`config.mk`:
```
export PLATFORM = sky130hd
export DESIGN_NAME = vga_timing_gen
export DESIGN_NICKNAME = d
export VERILOG_FILES = /design/src/rtl/vga_pkg.sv /design/src/rtl/vga_axis_counter.sv /design/src/rtl/vga_timing_gen.sv
export SDC_FILE = /design/constraint.sdc
export NUM_CORES = 1
export LEC_CHECK = 0
export CAP_MARGIN = 10
export CORE_MARGIN = 2
export CORE_UTILIZATION = 54
export CTS_CLUSTER_SIZE = 12
export DETAILED_ROUTE_END_ITERATION = 10
export HOLD_SLACK_MARGIN = 0.15
export PLACE_DENSITY = 0.83
export SYNTH_ARGS = -nofsm -noshare
export SYNTH_HDL_FRONTEND = slang
export SYNTH_HIERARCHICAL = 1
export SYNTH_SLANG_ARGS = --single-unit
```
`constraint.sdc`:
```
create_clock -name vga_clk -period 4.3 [get_ports vga_clk]
set_clock_uncertainty 0.15 [all_clocks]
set_input_delay 0.86 -clock vga_clk [delete_from_list [all_inputs] [get_ports vga_clk]]
set_output_delay 0.86 -clock vga_clk [all_outputs]
set_load 0.03 [all_outputs]
```
`src/rtl/vga_pkg.sv`:
```
// Shared VGA raster types and default 640x480 @ 60 Hz timing constants.
// Used by vga_axis_counter and vga_timing_gen.
package vga_pkg;

   localparam int VGA_H_VISIBLE = 32'd640;
   localparam int VGA_H_FP      = 32'd16;
   localparam int VGA_H_SYNC    = 32'd96;
   localparam int VGA_H_BP      = 32'd48;
   localparam int VGA_V_VISIBLE = 32'd480;
   localparam int VGA_V_FP      = 32'd10;
   localparam int VGA_V_SYNC    = 32'd2;
   localparam int VGA_V_BP      = 32'd33;

   localparam int VGA_H_TOTAL = VGA_H_VISIBLE + VGA_H_FP + VGA_H_SYNC + VGA_H_BP;
   localparam int VGA_V_TOTAL = VGA_V_VISIBLE + VGA_V_FP + VGA_V_SYNC + VGA_V_BP;

   typedef logic [9:0] vga_coord_t;

   typedef enum logic [0:0] {
      ST_IDLE = 1'b0,
      ST_RUN  = 1'b1
   } vga_state_e;

   // Inclusive range test used for the sync pulse windows.
   function automatic logic in_span(input vga_coord_t v, input vga_coord_t lo, input vga_coord_t hi);
      return (v >= lo) && (v <= hi);
   endfunction

endpackage

```
`src/rtl/vga_axis_counter.sv`:
```
// Single raster axis counter: counts 0..TERMINAL while enabled, wrapping to 0.
// Exposes the next count so the parent can register decodes in step with it.
module vga_axis_counter
   import vga_pkg::*;
#(
   parameter vga_coord_t TERMINAL = 10'd799
)
(
   input  logic       i_clk,
   input  logic       i_reset_n,
   input  logic       i_en,
   output vga_coord_t o_count,
   output vga_coord_t o_count_next,
   output logic       o_wrap
);

   vga_coord_t r_count;
   vga_coord_t w_count_next;
   logic       w_wrap;

   // Next-count and terminal-wrap decode.
   always_comb begin
      w_count_next = r_count;
      w_wrap       = 1'b0;
      if (!i_reset_n) begin
         w_count_next = 10'd0;
      end else if (i_en) begin
         if (r_count == TERMINAL) begin
            w_count_next = 10'd0;
            w_wrap       = 1'b1;
         end else begin
            w_count_next = r_count + 10'd1;
         end
      end else begin
         w_count_next = r_count;
      end
   end

   // Count register with synchronous reset.
   always_ff @(posedge i_clk) begin
      if (!i_reset_n) begin
         r_count <= 10'd0;
      end else begin
         r_count <= w_count_next;
      end
   end

   assign o_count      = r_count;
   assign o_count_next = w_count_next;
   assign o_wrap       = w_wrap;

endmodule

```
`src/rtl/vga_timing_gen.sv`:
```
// VGA raster timing generator: pixel counters, display enable, syncs and strobes.
// Optional frame index counter enabled by defining VGA_FRAME_COUNT_EN.
module vga_timing_gen
   import vga_pkg::*;
#(
   parameter int H_VISIBLE = VGA_H_VISIBLE,
   parameter int H_FP      = VGA_H_FP,
   parameter int H_SYNC    = VGA_H_SYNC,
   parameter int H_BP      = VGA_H_BP,
   parameter int V_VISIBLE = VGA_V_VISIBLE,
   parameter int V_FP      = VGA_V_FP,
   parameter int V_SYNC    = VGA_V_SYNC,
   parameter int V_BP      = VGA_V_BP
)
(
   input  logic        vga_clk,
   input  logic        reset_n,
   output logic [9:0]  DrawX,
   output logic [9:0]  DrawY,
   output logic        blank,
   output logic        hs,
   output logic        vs,
   output logic        line_start,
`ifdef VGA_FRAME_COUNT_EN
   output logic        frame_start,
   output logic [15:0] frame_count
`else
   output logic        frame_start
`endif
);

   localparam int H_TOTAL = H_VISIBLE + H_FP + H_SYNC + H_BP;
   localparam int V_TOTAL = V_VISIBLE + V_FP + V_SYNC + V_BP;

   localparam vga_coord_t C_H_LAST  = vga_coord_t'(H_TOTAL - 1);
   localparam vga_coord_t C_V_LAST  = vga_coord_t'(V_TOTAL - 1);
   localparam vga_coord_t C_H_VIS   = vga_coord_t'(H_VISIBLE);
   localparam vga_coord_t C_V_VIS   = vga_coord_t'(V_VISIBLE);
   localparam vga_coord_t C_HS_LO   = vga_coord_t'(H_VISIBLE + H_FP);
   localparam vga_coord_t C_HS_HI   = vga_coord_t'(H_VISIBLE + H_FP + H_SYNC - 1);
   localparam vga_coord_t C_VS_LO   = vga_coord_t'(V_VISIBLE + V_FP);
   localparam vga_coord_t C_VS_HI   = vga_coord_t'(V_VISIBLE + V_FP + V_SYNC - 1);

   vga_state_e r_state;
   vga_state_e w_state_next;

   logic       w_h_en;
   logic       w_h_wrap;
   logic       w_v_wrap;
   logic       w_line_next;
   logic       w_frame_next;
   vga_coord_t w_h_count;
   vga_coord_t w_v_count;
   vga_coord_t w_h_next;
   vga_coord_t w_v_next;

   logic       r_blank;
   logic       r_hs;
   logic       r_vs;
   logic       r_line_start;
   logic       r_frame_start;

   vga_axis_counter #(.TERMINAL(C_H_LAST)) u_h_axis (
      .i_clk        (vga_clk),
      .i_reset_n    (reset_n),
      .i_en         (w_h_en),
      .o_count      (w_h_count),
      .o_count_next (w_h_next),
      .o_wrap       (w_h_wrap)
   );

   vga_axis_counter #(.TERMINAL(C_V_LAST)) u_v_axis (
      .i_clk        (vga_clk),
      .i_reset_n    (reset_n),
      .i_en         (w_h_wrap),
      .o_count      (w_v_count),
      .o_count_next (w_v_next),
      .o_wrap       (w_v_wrap)
   );

   // State register: any low reset_n sample returns to IDLE.
   always_ff @(posedge vga_clk) begin
      if (!reset_n) begin
         r_state <= ST_IDLE;
      end else begin
         r_state <= w_state_next;
      end
   end

   // Next state, counter enable and strobe decode; leaving IDLE presents (0,0) as a fresh frame.
   always_comb begin
      w_state_next = r_state;
      w_h_en       = 1'b0;
      w_line_next  = 1'b0;
      w_frame_next = 1'b0;
      case (r_state)
         ST_IDLE: begin
            w_state_next = ST_RUN;
            w_line_next  = 1'b1;
            w_frame_next = 1'b1;
         end
         ST_RUN: begin
            w_state_next = ST_RUN;
            w_h_en       = 1'b1;
            w_line_next  = w_h_wrap;
            w_frame_next = w_v_wrap;
         end
         default: begin
            w_state_next = ST_IDLE;
         end
      endcase
   end

   // Decodes are taken from the counters' next values so they land on the same edge as DrawX/DrawY.
   always_ff @(posedge vga_clk) begin
      if (!reset_n) begin
         r_blank       <= 1'b0;
         r_hs          <= 1'b1;
         r_vs          <= 1'b1;
         r_line_start  <= 1'b0;
         r_frame_start <= 1'b0;
      end else begin
         r_blank       <= (w_h_next < C_H_VIS) && (w_v_next < C_V_VIS);
         r_hs          <= ~in_span(w_h_next, C_HS_LO, C_HS_HI);
         r_vs          <= ~in_span(w_v_next, C_VS_LO, C_VS_HI);
         r_line_start  <= w_line_next;
         r_frame_start <= w_frame_next;
      end
   end

`ifdef VGA_FRAME_COUNT_EN
   logic [15:0] r_frame_count;

   // Frame index: the frame begun out of reset is index 0, later frames step by one.
   always_ff @(posedge vga_clk) begin
      if (!reset_n) begin
         r_frame_count <= 16'd0;
      end else if ((r_state == ST_RUN) && w_v_wrap) begin
         r_frame_count <= r_frame_count + 16'd1;
      end else begin
         r_frame_count <= r_frame_count;
      end
   end

   assign frame_count = r_frame_count;
`endif

   assign DrawX       = w_h_count;
   assign DrawY       = w_v_count;
   assign blank       = r_blank;
   assign hs          = r_hs;
   assign vs          = r_vs;
   assign line_start  = r_line_start;
   assign frame_start = r_frame_start;

endmodule
```
==> flow_summary.yaml <==
outcome:
  status: "complete, no violations"
floorplan:
  die_x_um: 54.1
  ios: 27
  core_sq_um: 2430
  die_h_um: 54.1
  start_util: 0.557
  dieArea_sq_um: 2930
  row_count: 18
synthesis:
  syn_inst: 156
  synth_nets: 161
  yosysWarnings: 6
  postSynthAreaPerCell_sq_um: 8.69
  netlist_area_sq_um: 1360
layout:
  stdcell_area_sq_um: 1670
  multi_input_area_sq_um: 762
  final_nets: 188
  area_growth_pct: 23.0
  fill_cells: 196
  final_cell_mix: "nor2_1 (26), dfxtp_1 (26), clkdlybuf4s50_1 (26)"
  drive_gt1_frac: 0.0714
  antenna_cells: 0
  seq_area_sq_um: 520
clock_network:
  cts_buffer_depth: 2
  h-tree-depth: 1
  cts_num_sinks: 26
  cts_setup_buffers: 0
  cts_tree: "yes"
  clock_latency_ns: 0.31
  ctsResizeCount: 0
  postCtsHoldBufs: 0
  root_buffer: "clkbuf_4"
  clk_transition_reported_paths_ns: 0.14
  cts_buffers: 3
critical_path:
  worst_ep_required_time_ns: 4.37
  slowest_stage: "o31ai_4"
  cp_data_arrival_time_ns: 3.29
  r2r_setup_slack_ns: 1.40
  start_kind: "input pin"
  regToRegEndpoint: "vs"
  r2r-start: "u_h_axis/o_count[0]"
  ff2ff_path_depth: 8
  worstPathCellList: "clkdlybuf4s50_1 > buf_4 > and3_1 > nand4_1 > o31ai_4 > a21oi_1 > and4bb_2 > nand4bb_1"
  slowest_delay_ns: 0.61
  cp_max_fo: 19
  crit_path_end_kind: "flop"
  worstSetupPathType: "input pin to flop"
drt:
  post_drt_wl_per_cell_um: 13.4
  ant_nets: 0
  vias: 1192
  drt_pass1_iterations: 4
  drc_errors: 0
  routed_wl_um: 2840
  drt-vias-per-instance: 5.62
  drt_iter0_drc: 21
timing:
  period_share: 0.750
  rsz0062_at_grt: "false"
  setup_violations: 0
  hold_viol_final: 0
  fin_crit_ns: 3.23
  fmax_mhz: 310
  drv_slew: 0
  maxSlewHeadroom: 0.543
  tightest_slew_ns: 0.685
  fin_setup_tns_ns: 0
flow_run:
  maxCapViolations: 0
global_route:
  grt_pass1_vias: 1153
  antenna_found_initial: 0
  grt_use_total: 0.226
  grt_pass1_wl_um: 4780
  grt-ovfl-total: 0
  grt_max_degree: 20
placed_design:
  gp_congestion: 0.891
  placed_area_sq_um: 1610
  portBuffers: 26
  hpwlAfterDp_um: 2090
hold_path:
  worstHoldEndpoint: "u_v_axis/o_count[9]"
  hold_path_startpoint: "u_v_axis/o_count[9]"
  min_path_type: "flop to flop"
  whs_path_depth: 2
pwr:
  powerDensity_nw_per_um2: 266
  ir_worst_vdd_mv: 0.260
  leakage_uw: 0.000562
[final cells by class]
cell class / count / share of cell area
inverter: 7 / 0.0158
clock buffer: 3 / 0.0135
clock inverter: 1 / 0.0180
multi-input combinational: 118 / 0.457
tap: 30 / 0.0225
timing repair buffer: 27 / 0.161
sequential: 26 / 0.312
[state kept, by name, summed over array words and instances, names as in the netlist]
| register | cells |
|---|---|
| u_v_axis/o_count | 10 |
| hs | 1 |
| line_start | 1 |
| blank | 1 |
| r_state | 1 |
| frame_start | 1 |
| u_h_axis/o_count | 10 |
| vs | 1 |
[stage by stage]
stage | worst slack (ns) | cells | util | hold WS (ns) | total power [uW]
global placement | 0.912 | 208 | 0.664 | 0.374 | 283
floorplan | 1.66 | 156 | - | 0.380 | 275
CTS | 1.14 | 212 | 0.685 | 0.410 | 448
finish | 1.07 | 212 | 0.685 | 0.413 | 443
global route | 0.944 | 212 | 0.685 | 0.442 | 461
detailed placement | 0.791 | 208 | 0.664 | 0.386 | 284
[critical path: cells and delay by family]
| family | cells | cell delay, ns |
|---|---|---|
| buffers and inverters | 2 | 0.66 |
| AND/OR/NAND/NOR | 4 | 1.02 |
| AO/OA/AOI/OAI | 2 | 0.75 |
[power by group]
group / total, uW / switching, uW / internal [uW] / leakage [uW]
logic: 30.7 / 18.3 / 12.4 / 0.000323
registers: 249 / 3.74 / 245 / 0.000211
clock network: 164 / 69.5 / 94.2 / 0.0000279
total: 443 / 91.6 / 351 / 0.000562
[layer usage]
metal	GRT usage	part of all wire	vias to the layer above
met1	0.253	0.44	557
li1	-	-	609
met2	0.400	0.52	22
met5	0	0	-
met4	0.133	0.012	0
met3	0.0333	0.027	4
[how the worst max path moves through the flow]
stage               slack, ns  endpoint                 from  cells past startpoint
finish                   1.07        vs              reset_n                      8
global route             0.94        vs              reset_n                      8
CTS                      1.14        vs              reset_n                      8
detailed placement       0.79        vs              reset_n                      8
global placement         0.91        vs              reset_n                      8
floorplan                1.66        vs  u_h_axis/o_count[0]                      9
(Power assumes the default switching activity.)
